[src/rtl/countdown_timer_pkg.sv]
// Shared types for the countdown timer: FSM states, speed codes, divisor lookup.
// Pure declarations; no logic, no latency.
package timer_pkg;

    typedef enum logic [1:0] {
        IDLE   = 2'd0,
        RUN    = 2'd1,
        PAUSED = 2'd2,
        DONE   = 2'd3
    } state_t;

    localparam logic [1:0] SPD_FAST = 2'd0;
    localparam logic [1:0] SPD_1X   = 2'd1;
    localparam logic [1:0] SPD_2X   = 2'd2;
    localparam logic [1:0] SPD_4X   = 2'd3;

    function automatic logic [31:0] divisor(input logic [1:0] speed, input int unsigned base);
        logic [31:0] d;
        case (speed)
            SPD_FAST: d = 32'd1;
            SPD_1X:   d = base;
            SPD_2X:   d = 2 * base;
            default:  d = 4 * base;
        endcase
        return d;
    endfunction

endpackage

[src/rtl/countdown_timer_if.sv]
// Run-control and count bus between a controller (master) and the timer (slave).
// Plain wires; no latency, no backpressure.
interface countdown_timer_if #(
    parameter int WIDTH = 8
);
    logic             Start;
    logic             Pause;
    logic [WIDTH-1:0] LoadValue;
    logic [1:0]       Speed;
    logic [WIDTH-1:0] CountValue;
    logic             Tick;
    logic             Running;
    logic             Done;

    modport master (
        output Start, Pause, LoadValue, Speed,
        input  CountValue, Tick, Running, Done
    );

    modport slave (
        input  Start, Pause, LoadValue, Speed,
        output CountValue, Tick, Running, Done
    );
endinterface

[src/rtl/countdown_timer_tick_gen.sv]
// Prescaler: counts div_minus1 down to 0 and reloads; expire flags the zero cycle.
// load has priority, hold freezes the count; expire is combinational from the register.
module tick_gen #(
    parameter int DIV_WIDTH = 28
) (
    input  logic                 Clock,
    input  logic                 Reset,
    input  logic                 load,
    input  logic                 hold,
    input  logic [DIV_WIDTH-1:0] div_minus1,
    output logic                 expire
);
    logic [DIV_WIDTH-1:0] pre_q, pre_d;

    always_comb begin
        pre_d = pre_q;
        if (load) begin
            pre_d = div_minus1;
        end else if (!hold) begin
            if (pre_q == '0) begin
                pre_d = div_minus1;
            end else begin
                pre_d = pre_q - DIV_WIDTH'(1);
            end
        end
    end

    always_ff @(posedge Clock) begin
        if (Reset) begin
            pre_q <= '0;
        end else begin
            pre_q <= pre_d;
        end
    end

    assign expire = (pre_q == '0) && !hold;
endmodule

[src/rtl/countdown_timer.sv]
// Loadable down-counter with rate divider and start/pause/restart/done FSM.
// Count, Tick and Done are registered; first Tick comes divisor cycles after Start.
module countdown_timer
    import timer_pkg::*;
#(
    parameter int          WIDTH     = 8,
    parameter int unsigned BASE_DIV  = 50_000_000,
    parameter int          DIV_WIDTH = 28
) (
    input  logic                Clock,
    input  logic                Reset,
    countdown_timer_if.slave    ctl
);
    state_t               state_q, state_d;
    logic [WIDTH-1:0]     count_q, count_d;
    logic                 tick_q, tick_d;
    logic                 done_q, done_d;
    logic [DIV_WIDTH-1:0] div_minus1;
    logic                 pre_hold;
    logic                 expire;
    logic                 active;
    logic                 last_dec;

    assign div_minus1 = DIV_WIDTH'(divisor(ctl.Speed, BASE_DIV) - 32'd1);

    // Releasing Pause in PAUSED counts on that same edge, so a pause of N cycles costs exactly N.
    assign active   = (state_q == RUN || state_q == PAUSED) && !ctl.Start && !ctl.Pause;
    assign pre_hold = !active;
    assign last_dec = active && expire && (count_q == WIDTH'(1));

    tick_gen #(.DIV_WIDTH(DIV_WIDTH)) u_tick (
        .Clock      (Clock),
        .Reset      (Reset),
        .load       (ctl.Start),
        .hold       (pre_hold),
        .div_minus1 (div_minus1),
        .expire     (expire)
    );

    always_ff @(posedge Clock) begin
        if (Reset) begin
            state_q <= IDLE;
        end else begin
            state_q <= state_d;
        end
    end

    always_comb begin
        state_d = state_q;
        if (ctl.Start) begin
            state_d = (ctl.LoadValue == '0) ? DONE : RUN;
        end else begin
            case (state_q)
                RUN, PAUSED: begin
                    if (ctl.Pause)     state_d = PAUSED;
                    else if (last_dec) state_d = DONE;
                    else               state_d = RUN;
                end
                default: state_d = state_q;
            endcase
        end
    end

    always_comb begin
        count_d = count_q;
        tick_d  = 1'b0;
        done_d  = 1'b0;
        if (ctl.Start) begin
            count_d = ctl.LoadValue;
            done_d  = (ctl.LoadValue == '0);
        end else if (active && expire && count_q != '0) begin
            count_d = count_q - WIDTH'(1);
            tick_d  = 1'b1;
            done_d  = last_dec;
        end
    end

    always_ff @(posedge Clock) begin
        if (Reset) begin
            count_q <= '0;
            tick_q  <= 1'b0;
            done_q  <= 1'b0;
        end else begin
            count_q <= count_d;
            tick_q  <= tick_d;
            done_q  <= done_d;
        end
    end

    assign ctl.CountValue = count_q;
    assign ctl.Tick       = tick_q;
    assign ctl.Done       = done_q;
    assign ctl.Running    = (state_q == RUN);
endmodule

[src/flat_wrapper.sv]
// flat-port wrapper written by rule: the top's interface ports become plain ports
module countdown_timer_flat import timer_pkg::*;
#(
    parameter int          WIDTH     = 8,
    parameter int unsigned BASE_DIV  = 50_000_000,
    parameter int          DIV_WIDTH = 28
)
  (Clock, Reset, ctl_Start, ctl_Pause, ctl_LoadValue, ctl_Speed, ctl_CountValue, ctl_Tick, ctl_Running, ctl_Done);
  countdown_timer_if #(.WIDTH(WIDTH)) ctl_i ();
  input  logic Clock;
  input  logic Reset;
  input wire logic [$bits(ctl_i.Start)-1:0] ctl_Start;
  input wire logic [$bits(ctl_i.Pause)-1:0] ctl_Pause;
  input wire logic [$bits(ctl_i.LoadValue)-1:0] ctl_LoadValue;
  input wire logic [$bits(ctl_i.Speed)-1:0] ctl_Speed;
  output wire logic [$bits(ctl_i.CountValue)-1:0] ctl_CountValue;
  output wire logic [$bits(ctl_i.Tick)-1:0] ctl_Tick;
  output wire logic [$bits(ctl_i.Running)-1:0] ctl_Running;
  output wire logic [$bits(ctl_i.Done)-1:0] ctl_Done;
  assign ctl_i.Start = ctl_Start;
  assign ctl_i.Pause = ctl_Pause;
  assign ctl_i.LoadValue = ctl_LoadValue;
  assign ctl_i.Speed = ctl_Speed;
  assign ctl_CountValue = ctl_i.CountValue;
  assign ctl_Tick = ctl_i.Tick;
  assign ctl_Running = ctl_i.Running;
  assign ctl_Done = ctl_i.Done;
  countdown_timer #(.WIDTH(WIDTH), .BASE_DIV(BASE_DIV), .DIV_WIDTH(DIV_WIDTH)) u_core (.Clock(Clock), .Reset(Reset), .ctl(ctl_i));
endmodule
[config.mk]
export PLATFORM = sky130hd
export DESIGN_NAME = countdown_timer_flat
export DESIGN_NICKNAME = d
export VERILOG_FILES = /design/src/rtl/countdown_timer_pkg.sv /design/src/rtl/countdown_timer_if.sv /design/src/rtl/countdown_timer_tick_gen.sv /design/src/rtl/countdown_timer.sv /design/src/flat_wrapper.sv
export SDC_FILE = /design/constraint.sdc
export NUM_CORES = 1
export LEC_CHECK = 0
export ABC_AREA = 1
export CORE_AREA = 3 3 99 101
export CTS_BUF_LIST = sky130_fd_sc_hd__clkbuf_4
export DETAILED_ROUTE_END_ITERATION = 7
export DIE_AREA = 0 0 102 104
export PLACE_DENSITY_LB_ADDON = 0.15
export SLEW_MARGIN = 20
export SYNTH_ARGS = -nofsm -noshare
export SYNTH_HDL_FRONTEND = slang
export SYNTH_HIERARCHICAL = 1
export SYNTH_SLANG_ARGS = --single-unit
[constraint.sdc]
create_clock -name Clock -period 3.1 [get_ports Clock]
set_input_delay 0.775 -clock Clock [delete_from_list [all_inputs] [get_ports Clock]]
set_output_delay 0.775 -clock Clock [all_outputs]
set_load 0.005 [all_outputs]
Word-level counts from Yosys, hierarchy flattened:

Cells that the tools add are included.

* output and inout port bits: 11
* flip-flop bits (word level): 40
* input bits: 14

* reduce and logical (&&, ||, !) cells: 18
* add/subtract/negate cells: 3
* equal/unequal tests: 5
* muxes and demuxes: 14

Operators by type and width (number)
* 28-bit two-way mux: 3
* 28-bit case mux with 3 select lines: 1
* 28-bit by 1-bit subtractor with 28-bit output, second input constant: 2
* 28-bit logical NOT: 1
* 8-bit two-way mux: 2
* 2-bit two-way mux: 5
* 8-bit by 1-bit == test with 1-bit output, second input constant: 1
* 8-bit logical NOT: 1
* 8-bit nonzero test: 1
* 8-bit by 1-bit subtractor with 8-bit output, second input constant: 1
* 1-bit logical AND: 6
* 2-bit nonzero test: 3
* 2-bit by 1-bit == test with 1-bit output, second input constant: 2
* 2-bit == test, second input constant: 2
* 2-bit OR reduction: 2
* 1-bit two-way mux: 3
* 1-bit logical NOT: 2
* 2-bit logical NOT: 1
* 1-bit logical OR: 1

Longest topological paths before layout:

* depth in word-level cells: 11
* gate-level depth with buffers: 15
* mapped depth without buffers: 15

Hierarchy:

The synthesis kept the hierarchy.

Modules (own cells, without submodules)
* tick_gen: area each 2154.6 µm², cells each 349, times used 1
* countdown_timer: area each 938.4 µm², cells each 134, times used 1

Worst setup path before layout:

No wires, ideal clock.

* path kind: input-to-reg
* start point: input ctl_Start
* end point: register u_core.u_tick.pre_q[0]
* library setup time: 0.114 ns
* data arrival time: 1.611 ns
* stages on the path: 7
* setup slack: 1.375 ns
* path buffers: 1
* path through: inv_2 -> nand3_4 -> nand2_1 -> clkbuf_1 -> nand2_1 -> o21bai_1 -> inv_1

* longest elaborated chain between the ends: 4
* elaborated cells on any way between the ends: 5
* classes of those cells: mux: 1; reduce/logical: 4

RTL lines
* from (decl): line flat_wrapper.sv:12 `input wire logic [$bits(ctl_i.Start)-1:0] ctl_Start;`
* 1-bit logical NOT: line countdown_timer.sv:27 `assign active = (state_q == RUN || state_q == PAUSED) && !ctl.Start && !ctl.Pause;`
* 1-bit logical AND (2 in series): line countdown_timer.sv:27
* 2-bit nonzero test (no line)
* to (signal assigned): line countdown_timer_tick_gen.sv:32 `pre_q <= pre_d;`
* to (decl): line countdown_timer_tick_gen.sv:13 `logic [DIV_WIDTH-1:0] pre_q, pre_d;`

Parallel ways exist; a longest one is shown, timed or not.
A chain may end at the register's enable or synchronous reset.

Worst setup path after layout:

* start point: register u_core.count_q[2], in the netlist u_core/ctl.CountValue[2]
* end point: output ctl_CountValue[2]

RTL lines
* from (decl): line countdown_timer.sv:15 `logic [WIDTH-1:0] count_q, count_d;`
* from (signal assigned): line countdown_timer.sv:84 `count_q <= count_d;`
* to (decl): line flat_wrapper.sv:16 `output wire logic [$bits(ctl_i.CountValue)-1:0] ctl_CountValue;`

No word-level cell between the ends.

==> results.sh <==
export IMPL_hpwlAfterDp_mm=6.10
export IMPL_maxSlewHeadroom_pct=62.4
export IMPL_place_gp_congestion=0.836
export IMPL_std_cell_rows=35
export IMPL_synth_edff_count=0
export IMPL_drt_first_pass_iters=5
export IMPL_tns_ns=0
export IMPL_drc_errors=0
export IMPL_dr_first_iter_drc_count=158
export IMPL_synthSimpleGateAreaFrac_pct=39.4
export IMPL_grt_pass1_wl_mm=13.8
export IMPL_num_vias=3002
export IMPL_postCtsSetupRepairBufs=0
export IMPL_synth_seq_cells=40
export IMPL_finalSetupViolCount=0
export IMPL_synth_fa_ha_area_share_pct=4.45
export IMPL_dieArea_mm2=0.0106
export IMPL_p_leak_uw=0.00165
export IMPL_grt_overflow_total=0
export IMPL_hold_depth=2
export IMPL_cts_repair_resized=0
export IMPL_cp_max_fo=6
export IMPL_clock_latency_ns=0.35
export IMPL_ys_flop_type="dfxtp_1"
export IMPL_drv_slew=0
export IMPL_syn2layout_area_growth_pct=12.7
export IMPL_syn_inst=483
export IMPL_fmax_ghz=0.459
export IMPL_crit_required_ns=2.32
export IMPL_antenna_found_initial=0
export IMPL_synth_compound_area_share_pct=13.9
export IMPL_layout_commonest_cell="nand2_1"
export IMPL_cpPeakStageDelay_ns=0.56
export IMPL_crit_path_cell_trace="clkdlybuf4s50_1"
export IMPL_period_share_pct=70.2
export IMPL_period_minus_slack_ns=2.18
export IMPL_most_common_layout_cells="107 x nand2_1, 58 x inv_1, 51 x nor2_1, 43 x nand3_1, 40 x dfxtp_1"
export IMPL_ys_async_sr_fraction_pct=0
export IMPL_hold_path_class="flip-flop to flip-flop"
export IMPL_reg2reg_to="u_core/ctl.CountValue[6]"
export IMPL_cp_end_kind="output pin"
export IMPL_clock_sinks=40
export IMPL_crit_path_start_kind="flip-flop"
export IMPL_synth_xor_area_share_pct=5.38
export IMPL_ir_worst_vdd_mv=0.205
export IMPL_ys_types=32
export IMPL_power_density_mw_per_mm2=394
export IMPL_grt_usage_pct=16.0
export IMPL_rsz0062_at_grt="false"
export IMPL_grt_max_degree=44
export IMPL_cts_tree="done"
export IMPL_synth_top_family_by_area="simple AND/OR/NAND/NOR gates"
export IMPL_crit_type="flip-flop to output pin"
export IMPL_reg2reg_setup_slack_ns=1.11
export IMPL_diodes=0
export IMPL_fp_dieW_um=102
export IMPL_holdBufCountCts=0
export IMPL_clockRootBuffer="clkbuf_4"
export IMPL_wl_per_cell_um=13.5
export IMPL_reg2regPathDepth=15
export IMPL_initial_core_util_pct=34.0
export IMPL_cp_top_family="buffers and inverters"
export IMPL_reg2reg_from="u_core/u_tick/pre_q[0]"
export IMPL_ioPinCount=25
export IMPL_wl_mm=8.39
export IMPL_cap_violations=0
export IMPL_clkSlewWorstSetupHoldPaths_ns=0.13
export IMPL_core_mm2=0.00911
export IMPL_arrival_ns=1.40
export IMPL_nets=533
export IMPL_numCtsBuffers=5
export IMPL_avgSynthCellArea_um2=6.40
export IMPL_yosys_mux_area_fraction_pct=0
export IMPL_synth_seq_area_share_pct=25.9
export IMPL_port_buffers=24
export IMPL_crit_slowest_cell="clkdlybuf4s50_1"
export IMPL_status="completed"
export IMPL_layout_drive_gt1_share_pct=11.8
export IMPL_crit_buf_inv=1
export IMPL_power_uw=1370
export IMPL_hold_viol=0
export IMPL_fin_skew_ns=0.0135
export IMPL_path_depth=1
export IMPL_via_per_inst=4.84
export IMPL_yosys_warnings=6
export IMPL_hold_start="u_core/u_tick/pre_q[4]"
export IMPL_antenna_left=0
export IMPL_netlist_area_mm2=0.00309
export IMPL_h_tree_depth=2
export IMPL_tightest_slew_ns=0.564
export IMPL_grt_pass1_vias=2787
export IMPL_die_h_um=104
export IMPL_clock_path_buffers=2
export IMPL_hold_end="u_core/u_tick/pre_q[4]"
==> state kept, by name, summed over array words and instances, names as in the netlist <==
register / cells
u_core/u_tick/pre_q: 28
u_core/ctl.CountValue: 8
u_core/state_q: 2
u_core/ctl.Done: 1
u_core/ctl.Tick: 1
==> power by group <==
part / switching [uW] / internal [uW]
Sequential: 57.6 / 558
Combinational: 293 / 181
Clock: 180 / 105
Total: 530 / 844
==> synth_stat cells, types with 2 or more instances <==
master,instances,area (um^2)
o21ai_1,5,25.0
nand2_4,3,33.8
and2_1,2,12.5
nand3_1,43,215
nor2_1,51,191
buf_6,4,45.0
dfxtp_1,40,801
nand4_1,7,43.8
clkbuf_1,8,30.0
o21bai_1,5,37.5
nor2_4,7,78.8
or2_2,3,18.8
nor2_2,11,68.8
xor2_1,15,131
inv_2,8,30.0
nand2_2,10,62.6
inv_1,58,218
nand2_1,107,402
nand3_4,2,35.0
nand3_2,2,20.0
a21oi_1,36,180
ha_1,11,138
o21ai_0,31,155
xnor2_1,4,35.0
nor3_1,3,15.0
==> metrics by stage <==
step                      cells  setup slack, ns  utilization, %  hold slack, ns  area, um^2
after floorplan             485             1.37               -           0.466        3100
after global placement      612            0.785            37.6           0.492        3430
after detailed placement    612            0.719            37.6           0.501        3430
after CTS                   620            0.885            38.3           0.526        3480
after global routing        620            0.832            38.3           0.550        3480
final                       620            0.923            38.3           0.520        3480
==> kinds of logic (layout without fill, tap and decap cells) <==
kind of cell | Yosys count | count (layout)
simple gates | 252 | 252
compound gates | 81 | 81
buf+inv | 79 | 103
flops | 40 | 40
xor+xnor | 19 | 19
fa+ha+maj | 11 | 11
other cells | 1 | 3
==> tightest hold or removal path: cells and delay by family (launching register included) <==
| kind | cells | cell delay [ns] |
|---|---|---|
| compound gates | 1 | 0.06 |
| flops | 1 | 0.36 |
| simple gates | 1 | 0.07 |
==> how the worst max path moves through the flow <==
stage                        startpoint                       to
4_1_cts        u_core/ctl.CountValue[2]        ctl_CountValue[2]
6_report       u_core/ctl.CountValue[2]        ctl_CountValue[2]
5_1_grt        u_core/ctl.CountValue[2]        ctl_CountValue[2]
2_1_floorplan                 ctl_Start   u_core/u_tick/pre_q[0]
3_5_place_dp               ctl_Speed[1]  u_core/u_tick/pre_q[17]
3_3_place_gp                  ctl_Start  u_core/u_tick/pre_q[20]
==> area by class of cell <==
type,count,area (um^2)
clock buffers,7,52.6
clock inverters,1,3.75
fillers,1019,5620
inverters,66,248
multi-input cells,366,1960
flip-flops and latches,40,801
well taps,111,139
repair buffers,29,278
==> routing by layer <==
| metal | wire (um) | share of wire (%) | global-route usage, % | up-vias |
|---|---|---|---|---|
| li1 | - | - | - | 1587 |
| met1 | 4300 | 51 | 23.2 | 1343 |
| met2 | 3640 | 43 | 24.6 | 62 |
| met3 | 327 | 3.9 | 2.35 | 10 |
| met4 | 125 | 1.5 | 4.22 | 0 |
| met5 | 0 | 0 | 0 | - |
Power figures use the tool's default switching activity.
